[config.mk]
export PLATFORM = sky130hd
export DESIGN_NAME = mem_fill_arbiter
export DESIGN_NICKNAME = d
export VERILOG_FILES = /design/src/rtl/mem_fill_arbiter.sv
export SDC_FILE = /design/constraint.sdc
export NUM_CORES = 1
export LEC_CHECK = 0
export ABC_AREA = 1
export CAP_MARGIN = 20
export CORE_ASPECT_RATIO = 1.1
export CORE_MARGIN = 1.5
export CORE_UTILIZATION = 35
export CTS_CLUSTER_DIAMETER = 80
export DETAILED_ROUTE_END_ITERATION = 8
export GPL_TIMING_DRIVEN = 0
export MAX_ROUTING_LAYER = met4
export PLACE_DENSITY_LB_ADDON = 0.3
export SETUP_SLACK_MARGIN = 0.02
export SLEW_MARGIN = 30
export SYNTH_ARGS = -nofsm -noshare
export SYNTH_HDL_FRONTEND = slang
export SYNTH_SLANG_ARGS = --single-unit
[constraint.sdc]
create_clock -name clk -period 3.6 [get_ports clk]
set_input_delay 0.72 -clock clk [delete_from_list [all_inputs] [get_ports clk]]
set_output_delay 0.72 -clock clk [all_outputs]
set_load 0.005 [all_outputs]
[src/rtl/mem_fill_arbiter.sv]
// Arbitrates D-cache misses, write-through stores and I-cache misses onto one memory port,
// streaming 8-word block refills back into the owning cache's data and tag arrays.
module mem_fill_arbiter #(
    parameter int unsigned AWIDTH = 16,
    parameter int unsigned DWIDTH = 16,
    parameter int unsigned WORDS  = 8
) (
    input  logic              clk,
    input  logic              rst,
    input  logic              d_miss,
    input  logic [AWIDTH-1:0] d_miss_addr,
    input  logic              i_miss,
    input  logic [AWIDTH-1:0] i_miss_addr,
    input  logic              st_req,
    input  logic [AWIDTH-1:0] st_addr,
    input  logic [DWIDTH-1:0] st_data,
    input  logic              mem_data_valid,
    output logic              mem_en,
    output logic              mem_wr,
    output logic [AWIDTH-1:0] mem_addr,
    output logic [DWIDTH-1:0] mem_data_in,
    output logic              d_data_wen,
    output logic              d_tag_wen,
    output logic              i_data_wen,
    output logic              i_tag_wen,
    output logic [AWIDTH-1:0] fill_word_addr,
    output logic              busy,
    output logic              st_ack
);

    localparam int unsigned IssW = $clog2(WORDS) + 1;
    localparam int unsigned RcvW = (WORDS > 1) ? $clog2(WORDS) : 1;
    localparam logic [AWIDTH-1:0] BlockMask = ~AWIDTH'(2 * WORDS - 1);
    localparam logic [IssW-1:0]   IssLast   = IssW'(WORDS);
    localparam logic [RcvW-1:0]   RcvLast   = RcvW'(WORDS - 1);

    typedef enum logic [1:0] {StIdle, StFill, StWrite, StDone} state_e;
    typedef enum logic {OwnD, OwnI} owner_e;

    state_e            state_q, state_d;
    owner_e            owner_q, owner_d;
    logic [AWIDTH-1:0] base_q, base_d;
    logic [IssW-1:0]   issue_cnt_q, issue_cnt_d;
    logic [RcvW-1:0]   rcv_cnt_q, rcv_cnt_d;
    logic              last_word;

    always_ff @(posedge clk) begin
        if (rst) begin
            state_q     <= StIdle;
            owner_q     <= OwnD;
            base_q      <= '0;
            issue_cnt_q <= '0;
            rcv_cnt_q   <= '0;
        end else begin
            state_q     <= state_d;
            owner_q     <= owner_d;
            base_q      <= base_d;
            issue_cnt_q <= issue_cnt_d;
            rcv_cnt_q   <= rcv_cnt_d;
        end
    end

    always_comb begin
        state_d        = state_q;
        owner_d        = owner_q;
        base_d         = base_q;
        issue_cnt_d    = issue_cnt_q;
        rcv_cnt_d      = rcv_cnt_q;
        last_word      = 1'b0;
        mem_en         = 1'b0;
        mem_wr         = 1'b0;
        mem_addr       = '0;
        mem_data_in    = '0;
        d_data_wen     = 1'b0;
        d_tag_wen      = 1'b0;
        i_data_wen     = 1'b0;
        i_tag_wen      = 1'b0;
        fill_word_addr = '0;
        st_ack         = 1'b0;
        busy           = (state_q != StIdle);

        unique case (state_q)
            StIdle: begin
                if (d_miss) begin
                    state_d     = StFill;
                    owner_d     = OwnD;
                    base_d      = d_miss_addr & BlockMask;
                    issue_cnt_d = '0;
                    rcv_cnt_d   = '0;
                end else if (st_req) begin
                    state_d = StWrite;
                end else if (i_miss) begin
                    state_d     = StFill;
                    owner_d     = OwnI;
                    base_d      = i_miss_addr & BlockMask;
                    issue_cnt_d = '0;
                    rcv_cnt_d   = '0;
                end
            end
            StFill: begin
                if (issue_cnt_q < IssLast) begin
                    mem_en      = 1'b1;
                    mem_addr    = base_q + (AWIDTH'(issue_cnt_q) << 1);
                    issue_cnt_d = issue_cnt_q + IssW'(1);
                end
                if (mem_data_valid) begin
                    last_word      = (rcv_cnt_q == RcvLast);
                    fill_word_addr = base_q + (AWIDTH'(rcv_cnt_q) << 1);
                    rcv_cnt_d      = rcv_cnt_q + RcvW'(1);
                    if (owner_q == OwnD) begin
                        d_data_wen = 1'b1;
                        d_tag_wen  = last_word;
                    end else begin
                        i_data_wen = 1'b1;
                        i_tag_wen  = last_word;
                    end
                    if (last_word) begin
                        state_d = StDone;
                    end
                end
            end
            StWrite: begin
                mem_en      = 1'b1;
                mem_wr      = 1'b1;
                mem_addr    = st_addr;
                mem_data_in = st_data;
                st_ack      = 1'b1;
                state_d     = StIdle;
            end
            StDone: begin
                state_d = StIdle;
            end
            default: begin
                state_d = StIdle;
            end
        endcase

        // Force a quiet port while reset is held, whatever the current state is.
        if (rst) begin
            mem_en         = 1'b0;
            mem_wr         = 1'b0;
            mem_addr       = '0;
            mem_data_in    = '0;
            d_data_wen     = 1'b0;
            d_tag_wen      = 1'b0;
            i_data_wen     = 1'b0;
            i_tag_wen      = 1'b0;
            fill_word_addr = '0;
            busy           = 1'b0;
            st_ack         = 1'b0;
        end
    end

endmodule

# ---- After elaboration in Yosys (flattened, before gate mapping)
# Cells that the tools add are included.
dict set report word_totals {
  ramBits 0
  output_inout_bits 56
  memories 0
  rom_bits 0
  word_cells 82
  input_bits 70
  latch_bits 0
  regBits 26
}
dict set report classes {
  n_addsub 4
  reduce_logical 9
  order_cmp 1
  n_bitwise 0
  div_mod_pow 0
  shift 0
  n_mul 0
  muxes 52
  n_eq_ne 11
}
# cell n
set ops {}
lappend ops {{$mux W16} 10}
lappend ops {{$pmux W16 S2} 1}
lappend ops {{$mux W1} 24}
lappend ops {{$add A16 B4 Y16} 1}
lappend ops {{$add A16 B5 Y16} 1}
lappend ops {{$mux W4} 4}
lappend ops {{$mux W3} 4}
lappend ops {{$mux W2} 5}
lappend ops {{$ne A2 B2 Y1 const B} 4}
lappend ops {{$pmux W4 S2} 1}
lappend ops {{$reduce_and A4 Y1} 2}
lappend ops {{$ne A3 B3 Y1 const B} 2}
lappend ops {{$pmux W2 S3} 1}
lappend ops {{$pmux W3 S2} 1}
lappend ops {{$reduce_and A3 Y1} 2}
lappend ops {{$reduce_bool A2 Y1} 3}
lappend ops {{$add A4 B1 Y4 const B} 1}
lappend ops {{$eq A2 B2 Y1 const B} 2}
lappend ops {{$lt A4 B4 Y1 const B} 1}
lappend ops {{$ne A4 B4 Y1 const B} 1}
lappend ops {{$add A3 B1 Y3 const B} 1}
lappend ops {{$eq A3 B3 Y1 const B} 1}
lappend ops {{$eq A2 B1 Y1 const B} 1}
lappend ops {{$logic_not A2 Y1} 1}
lappend ops {{2 further kinds} 2}

# ---- Longest topological paths before layout
dict set report depth {
  depth_word 5
  depth_mapped 9
  mapped_depth_nobuf 8
}

# ---- Worst setup path before layout
# Ideal clock, no wire load.
dict set report synth_timing {
  kind {input port to output port}
  from {input rst}
  to {output mem_addr[10]}
  arrival_time_ps 1257
  path_slack_ps 1623
  n_path_buf 1
  cell_stages 4
  t_required_ps 2880
  cell_sequence {inv_1 nand2_1 buf_2 a21oi_1}
}
dict set report synth_via {
  elab_chain_len 1
}
# item line
set synth_rtl {}
lappend synth_rtl {{from (decl)} 9} ;# input logic rst,
lappend synth_rtl {{$mux W16} 139} ;# if (rst) begin
lappend synth_rtl {{to (decl)} 20} ;# output logic [AWIDTH-1:0] mem_addr,
# No other way between the ends.

# ---- Worst setup path after layout
dict set report layout_timing {
  from {input rst}
  to {output fill_word_addr[14]}
}
dict set report layout_via {
  elab_chain_len 1
}
# item line
set layout_rtl {}
lappend layout_rtl {{$mux W16} 139}
lappend layout_rtl {{to (decl)} 26} ;# output logic [AWIDTH-1:0] fill_word_addr,
# No other way between the ends.

==> results.toml <==
[synth]
ys_warn_count = 0
yosys-top-cells-count = "118 x nand2_1, 57 x nor2_1, 32 x a21oi_1"
ys_seq_area_frac = 0.249
synth.area.top_cells = "nand2_1 25%, dfxtp_1 25%, nor2_1 12%"
async_reset_ff_frac = 0
synthFlopType = "dfxtp_1"
synth_area_um2 = 1770
ys_ff_latch = 22
muxShareOfSynthArea = 0
synth_top_family_by_area = "simple AND/OR/NAND/NOR gates"
synth_most_common_cell = "nand2_1"
avgSynthCellArea_um2 = 5.55
synth-xor-area-share = 0
synthAdderAreaFrac = 0.0495
synth_cells = 319
synth_cell_type_count = 25
synthSimpleGateAreaFrac = 0.414
yosysTopAreaCellShare = 0.250
synth-compound-area-share = 0.156
synth_area_leader_cell = "nand2_1"
synth_nets = 396
synth-edff-count = 0

[cts]
cts_setup_buffers = 0
cts_root_buf = "clkbuf_8"
clock_path_buffers = 2
cts_tree = "done"
clk_pin_slew_worst_paths_ns = 0.08
insertion_delay_ns = 0.27
ctsResizeCount = 0
cts.sinks = 22
postCtsHoldBufs = 0
cts_buffers = 3
h-tree-depth = 1

[grt]
track_usage = 0.213
grt_first_pass_wirelength_um = 9380
grt_max_degree = 14
antenna_found_initial = 0
grt_pass1_vias = 2146
overflow = 0

[floorplan]
die_y_um = 77.6
start_util = 0.372
ios = 126
fp.dieW_um = 70.8
core_area_um2 = 4750
die_area_um2 = 5490
rows = 26

[timing]
timing.fmax_ghz = 0.317
finalSetupTns_ns = 0
timing.final.crit_share = 0.876
slew_viol_final = 0
setup_violations = 0
rsz0062_at_grt = "no"
hold_viol = 0
clock_skew_ns = 0.00288
min_period_ns = 3.15
layout_setup_ws_ns = 0.447

[place]
hpwlAfterDp_um = 4630
portBuffers = 116
place_worst_setup_slack_ns = 0.450
place_inst = 491
placed_cell_area_um2 = 3000
gp_congestion = 0.840

[pwr]
p_per_area_nw_per_um2 = 472
p_total_uw = 1450
irDropWorstVdd_mv = 0.241
cellLeakagePower_uw = 0.00126

[worst_setup_path]
crit_slowest_cell = "clkdlybuf4s50_1"
cpPeakStageDelay_ns = 0.52
endpoint_kind = "output pin"
crit_arrival_ns = 2.43
cpLargestDelayFamily = "buffers and inverters"
cp-start-kind = "primary input"
crit_buf_inv = 4
crit_type = "in2out"
worst-path-max-fanout = 10
crit_chain = "clkdlybuf4s50_1, inv_1, nand3_2, buf_2, nor2_1, clkdlybuf4s50_1"
cp_common_cell = "clkdlybuf4s50_1"
cp.required_ns = 2.88

[outcome]
status = "finished clean"

[final_layout]
diodes = 0
fin_cells = 495
drive_gt1_frac = 0.0683
nets = 517
fin_area_um2 = 3070
area_delta_synth_final_pct = 73.6

[detailed_routing]
vias = 2311
wirelength_um = 5690
ant_nets = 0
post-route-drc-count = 0
drtPass1Iterations = 4
initialDrtViolationCount = 91
routed_via_density = 4.67
wl_per_cell_um = 11.5

[hold_path]
min_path_type = "reg2reg"

[run]
maxCapViolations = 0
==> per-layer routing <==
layer  global-route usage  vias to the layer above  wire length (um)
li1                     -                     1213                 -
met1                0.237                      982              2410
met2                0.363                      105              2660
met3               0.0597                       11               511
met4               0.0792                        0               102
met5                    -                        -                 0
==> power breakdown <==
group	total [uW]	internal, uW	switching (uW)
registers	374	320	54.0
logic	838	359	479
clock network	237	149	88.5
==> layout make-up <==
cell class	instances	area [um^2]
multi-input cells	246	1100
flip-flops and latches	22	440
repair buffers	116	1160
inverters	32	120
clock inverters	1	30.0
clock buffers	3	41.3
plain buffers	19	110
well taps	56	70.1
fillers	442	1680
==> sequential cells by signal, summed over array words and instances, names as in the netlist <==
name         count
base_q          12
issue_cnt_q      4
state_q          2
owner_q          1
rcv_cnt_q        3
==> layout by cell type (no fill, tap or decap), types with 2 or more instances in the layout <==
| cell | count |
|---|---|
| nand2_1 | 118 |
| clkdlybuf4s50_1 | 116 |
| nor2_1 | 57 |
| a21oi_1 | 32 |
| inv_1 | 31 |
| dfxtp_1 | 22 |
| o21ai_0 | 10 |
| buf_2 | 8 |
| ha_1 | 7 |
| o21ai_1 | 6 |
| nand3_1 | 3 |
| buf_4 | 3 |
| o21ai_2 | 3 |
| clkbuf_8 | 3 |
| clkbuf_2 | 2 |
| clkbuf_1 | 2 |
| buf_1 | 2 |
| nand3_2 | 2 |
| nor3_1 | 2 |
| buf_6 | 2 |
==> kinds of logic after synthesis <==
kind of cell    count (synthesis)
other cells                     1
buf+inv                        51
fa+ha+maj                       7
simple gates                  186
compound gates                 52
flops                          22
==> metrics by stage <==
| step | hold WS [ns] | util |
|---|---|---|
| after CTS | 0.489 | 0.647 |
| after global routing | 0.519 | 0.647 |
| after global placement | 0.472 | 0.632 |
| after detailed placement | 0.476 | 0.632 |
| final | 0.488 | 0.647 |
| after floorplan | 0.444 | - |
==> path summary, 6_finish.rpt <==
kind,startpoint,end,slack [ns],cells after the start
worst max-delay path,rst,fill_word_addr[14],0.45,6
worst min-delay path,base_q[15]$_SDFFE_PP0P_,base_q[15]$_SDFFE_PP0P_,0.49,2
worst max register to register,state_q[1]$_SDFFE_PP0P_,issue_cnt_q[1]$_SDFFE_PP0P_,2.11,9
worst min register to register,base_q[15]$_SDFFE_PP0P_,base_q[15]$_SDFFE_PP0P_,0.49,2
==> tightest hold or removal path: stages, from the launching register on <==
cell and delay, ns:
dfxtp_1 0.32, inv_1 0.07, a21oi_1 0.06
(Power assumes the default switching activity.)
==> variant 1, RTL diff (config.mk and constraints unchanged) <==
The parameter `DWIDTH` goes from 16 to 12.
--- a/src/rtl/mem_fill_arbiter.sv
+++ b/src/rtl/mem_fill_arbiter.sv
@@ -2,7 +2,7 @@
 // streaming 8-word block refills back into the owning cache's data and tag arrays.
 module mem_fill_arbiter #(
     parameter int unsigned AWIDTH = 16,
-    parameter int unsigned DWIDTH = 16,
+    parameter int unsigned DWIDTH = 12,
     parameter int unsigned WORDS  = 8
 ) (
     input  logic              clk,
Ports: changed (resized mem_data_in and st_data); port bits go from 126 to 118. The function was not compared with the original's and may differ.
==> variant 1 against the unedited design <==
Largest cell class unchanged. Critical path type unchanged. Power down 3.9%. Setup slack better by 0.11 ns. Area after synthesis down 2.5%. Largest power group unchanged. Critical endpoint is now fill_word_addr[10]. Synthesized cell count down 2.8%. First-iteration DRC count down 15%. Sequential cell count unchanged. Cell area down 4.4%. Wire length down 6.1%.
==> variant 1: results (changes against the unedited design) <==
status = finished, final reports clean (unchanged)
vias in the first global route = 2034 (was 2146)
f_max = 0.3286 GHz (was 0.3171 GHz)
Non-clk bufs = 125 (was 135)
signal buffers share of area = 40.22% (was 41.38%)
final-layout fill cell count = 446 (was 442)
Final nets = 495 (was 517)
Total GRT Usage = 20.18% (was 21.33%)
Met1 Wirelength = 2306 um (was 2414 um)
switching power = 590.1 uW (was 621.1 uW)
FF-to-FF setup slack = 2.06 ns (was 2.11 ns)
WHS = 0.4932 ns (was 0.4877 ns)
Post-DP HPWL = 4329 um (was 4633 um)
Synth-to-Final Area Change = 70.32% (was 73.62%)
Area after DPL = 2865 um^2 (was 3000 um^2)
met3 WL = 421 um (was 511 um)
multi-input combinational area share = 35.88% (was 35.76%)
Post-Synth Adder-Cell Area = 5.080% (was 4.950%)
non-filler cells in the finished layout = 477 (was 495)
gp weighted congestion = 0.8754 (was 0.8404)
reg2reg start = state_q[1] (unchanged)
router iterations before antenna repair = 4 (unchanged)
worst endpoint data arrival time = 2.32 ns (was 2.43 ns)
Hold Path Origin = base_q[6] (was base_q[15])
clk cell area share = 2.429% (was 2.322%)
#MultiIn Comb = 238 (was 246)
Placed Cells = 473 (was 491)
number of distinct library cells after synthesis = 20 (was 25)
Mapped Nets = 383 (was 396)
per-cell routed wire length = 11.20 um (was 11.49 um)
Via density = 4.551 (was 4.669)
compound-gate portion of the synthesized area = 15.09% (was 15.56%)
crit path capture = fill_word_addr[10] (was fill_word_addr[14])
Worst Path Max Fanout = 10 (unchanged)
register area share after synthesis = 25.54% (was 24.89%)
flops & latches, synth = 22 (unchanged)
peak supply drop = 0.2795 mV (was 0.2410 mV)
top post-synthesis cells by area = dfxtp_1 (26%), nand2_1 (25%), nor2_1 (11%), a21oi_1 (9.6%), inv_1 (7.0%) (was nand2_1 (25%), dfxtp_1 (25%), nor2_1 (12%), a21oi_1 (9.1%), inv_1 (6.6%))
Worst R2R End = issue_cnt_q[2] (was issue_cnt_q[1])
# port buffers = 107 (was 116)
initial drt markers = 77 (was 91)
crit path from = mem_data_valid (was rst)
fraction of layout cells with a size suffix above 1 = 6.651% (was 6.834%)
Pleak = 0.001214 uW (was 0.001259 uW)
Syn Inst Count = 310 (was 319)
first-pass GRT wire length = 8790 um (was 9377 um)
DP Worst Slack = 0.5424 ns (was 0.4497 ns)
[variant 1: changes by cell type after synthesis, sizes merged]
cell	before	now
nand2	119	115
nor2	59	55
clkbuf	4	3
[variant 1: power groups by stage]
stage / Sequential (uW) / Clock, uW / Combinational, uW
finish: 372 / 234 / 785
global placement: 376 / 0 / 761
global route: 382 / 242 / 890
detailed placement: 378 / 0 / 779
floorplan: 363 / 0 / 498
CTS: 372 / 234 / 787
[variant 1: worst max-delay path, cell delays in order]
cell and delay (ns):
clkdlybuf4s50_1 0.51, nand3_2 0.20, buf_2 0.24, nor2_1 0.13, clkdlybuf4s50_1 0.51
[variant 1: cell families after synthesis]
group | count (synthesis)
simple gates | 178
other cells | 1
compound gates | 52
fa+ha+maj | 7
flops | 22
buf+inv | 50
[variant 1: routing by layer]
metal	GRT usage, %	vias up
met4	6.538	0
met2	35.62	92
met5	-	-
met3	3.704	7
li1	-	1168
met1	22.87	904
==> variant 2, RTL diff (same settings) <==
Without the edit above. Re-encode `state_e` (4 states) as one-hot, 4 bits wide.
--- a/src/rtl/mem_fill_arbiter.sv
+++ b/src/rtl/mem_fill_arbiter.sv
@@ -34,7 +34,7 @@
     localparam logic [IssW-1:0]   IssLast   = IssW'(WORDS);
     localparam logic [RcvW-1:0]   RcvLast   = RcvW'(WORDS - 1);
 
-    typedef enum logic [1:0] {StIdle, StFill, StWrite, StDone} state_e;
+    typedef enum logic [3:0] {StIdle = 4'b0001, StFill = 4'b0010, StWrite = 4'b0100, StDone = 4'b1000} state_e;
     typedef enum logic {OwnD, OwnI} owner_e;
 
     state_e            state_q, state_d;
Formal check against the unedited RTL: no difference found for any inputs over 10 cycles, from zero or initial values and one cycle with rst high; not proved beyond that.
==> variant 2 against the unedited design <==
The flow now finishes with violations (design-rule violations). Area after synthesis up 3.0%. Critical path depth unchanged. Core utilization is 2.5 points lower. Wire length is 1.4% higher. Setup slack lost 0.22 ns. Cell area grew 1.3%. First-iteration DRC count is 5.5% lower. Sequential cell count grew 2. Register-to-register slack improved by 0.07 ns. Synthesized cell count unchanged. Critical path type unchanged. Critical endpoint is now st_ack. Largest cell class unchanged.
Power is not compared: it rests on default switching activity, and its combinational part moved more than twofold at a synthesized area within 25%.
==> variant 2: results (changes against the unedited design) <==
status = finished with violations (was finished, final reports clean)
failing checks = design-rule violations
Clock Path Buffers = 2 (unchanged)
top post-synthesis cells by area = dfxtp_1 (26%), nand2_1 (22%), a21oi_1 (9.1%), nor2_1 (8.0%), inv_1 (5.4%) (was nand2_1 (25%), dfxtp_1 (25%), nor2_1 (12%), a21oi_1 (9.1%), inv_1 (6.6%))
final clock skew = 0.009763 ns (was 0.002876 ns)
final-layout fill cell count = 471 (was 442)
Largest regs = base_q x12, issue_cnt_q x4, state_q x4 (was base_q x12, issue_cnt_q x4, rcv_cnt_q x3)
antenna violations before repair = 0 (unchanged)
total number of vias = 2386 (was 2311)
Largest stage delay, worst path = 0.49 ns (was 0.52 ns)
Via density = 4.801 (was 4.669)
vias in the first global route = 2241 (was 2146)
worst endpoint data arrival time = 2.66 ns (was 2.43 ns)
Hold/Removal Path Class = reg2reg (unchanged)
CTS Buf Count = 3 (unchanged)
Syn Inst Count = 319 (unchanged)
gp weighted congestion = 0.8598 (was 0.8404)
Final nets = 513 (was 517)
Post-synth ARST share = 0% (unchanged)
largest net degree at the start of global routing = 14 (unchanged)
Synth-to-Final Area Change = 70.74% (was 73.62%)
first-pass GRT wire length = 9666 um (was 9377 um)
# port buffers = 116 (unchanged)
Total GRT Usage = 21.22% (was 21.33%)
router iterations before antenna repair = 7 (was 4)
Post-DP HPWL = 4811 um (was 4633 um)
Area after DPL = 3055 um^2 (was 3000 um^2)
clock-pin slew on the worst setup and hold paths = 0.08 ns (about the same)
Mapped Nets = 392 (was 396)
fraction of layout cells with a size suffix above 1 = 6.606% (was 6.834%)
leading cell types by count after synthesis = nand2_1 (109), nor2_1 (39), a21oi_1 (33), inv_1 (26), dfxtp_1 (24) (was nand2_1 (118), nor2_1 (57), a21oi_1 (32), inv_1 (31), dfxtp_1 (22))
max layer used = met4 (unchanged)
met3 global-route usage = 3.979% (was 5.974%)
Worst Path Max Fanout = 10 (unchanged)
worst-skew pair later-pin latency = 0.27 ns (about the same)
number of distinct library cells after synthesis = 29 (was 25)
Synth warnings = 0 (unchanged)
Post-CTS Resized = 0 (unchanged)
met2 Track Usage GR = 38.24% (was 36.26%)
per-cell routed wire length = 11.60 um (was 11.49 um)
CP delay by family, top = buffers and inverters (unchanged)
Post-CTS Setup Repair Bufs = 0 (unchanged)
Placed Cells = 493 (was 491)
grt met1 use = 24.02% (was 23.67%)
Sw Ratio = 34.78%
register area share after synthesis = 26.37% (was 24.89%)
Root Driver = clkbuf_8 (unchanged)
H-tree depth = 1 (unchanged)
Met1 Wirelength = 2439 um (was 2414 um)
Slowest cell on crit path = clkdlybuf4s50_1 (unchanged)
Pleak = 0.001248 uW
CTS Hold Bufs = 0 (unchanged)
DRC = 13 (was 0)
initial drt markers = 86 (was 91)
peak supply drop = 0.1300 mV
WL met2 = 2753 um (was 2659 um)
DP Worst Slack = 0.1946 ns (was 0.4497 ns)
-- variant 2: cell types whose count changed after synthesis, sizes merged, moves of 3 or more --
cell	unedited run	this run
nor2	59	44
nand2	119	114
ha	7	3
nor3	2	15
inv	32	26
nand3	5	13
nand4	0	4
o21ai	19	16
-- variant 2: tightest hold or removal path: stages (launching register included) --
cell,delay (ns)
dfxtp_1,0.34
inv_1,0.07
a21oi_1,0.05
-- variant 2: final timing paths --
| path | slack [ns] | to | cells after the start | from |
|---|---|---|---|---|
| worst max-delay path | 0.22 | st_ack | 6 | rst |
| worst min-delay path | 0.51 | base_q[6] | 2 | base_q[6] |
| worst max register to register | 2.18 | base_q[12] | 7 | state_q[1] |
| worst min register to register | 0.51 | base_q[6] | 2 | base_q[6] |
-- variant 2: final cells by class --
type	instances	area [um^2]	area share, %
plain buffers	19	102.6	3.298
clock buffers	4	55.05	1.770
inverters	28	106.4	3.419
multi-input cells	248	1132	36.40
flip-flops and latches	24	480.5	15.45
well taps	58	72.57	2.333
repair buffers	116	1161	37.33
-- variant 2: kinds of logic after synthesis --
kind of cell               synth area share [%]
buffers and inverters                     11.47
xor gates and xnor gates                 0.4809
DFF                                       26.37
and+or+nand+nor                           45.74
adders and majority gates                 2.061
other                                    0.2058
AOI/OAI and AO/OA                         13.67
-- variant 2: power by group through the flow --
| stage | Sequential (uW) | Clock, uW | Combinational, uW |
|---|---|---|---|
| 2_1_floorplan | 337 | 0 | 191 |
| 3_3_place_gp | 345 | 0 | 312 |
| 3_5_place_dp | 347 | 0 | 319 |
| 4_1_cts | 341 | 184 | 321 |
| 5_1_grt | 348 | 197 | 360 |
| 6_report | 341 | 183 | 321 |
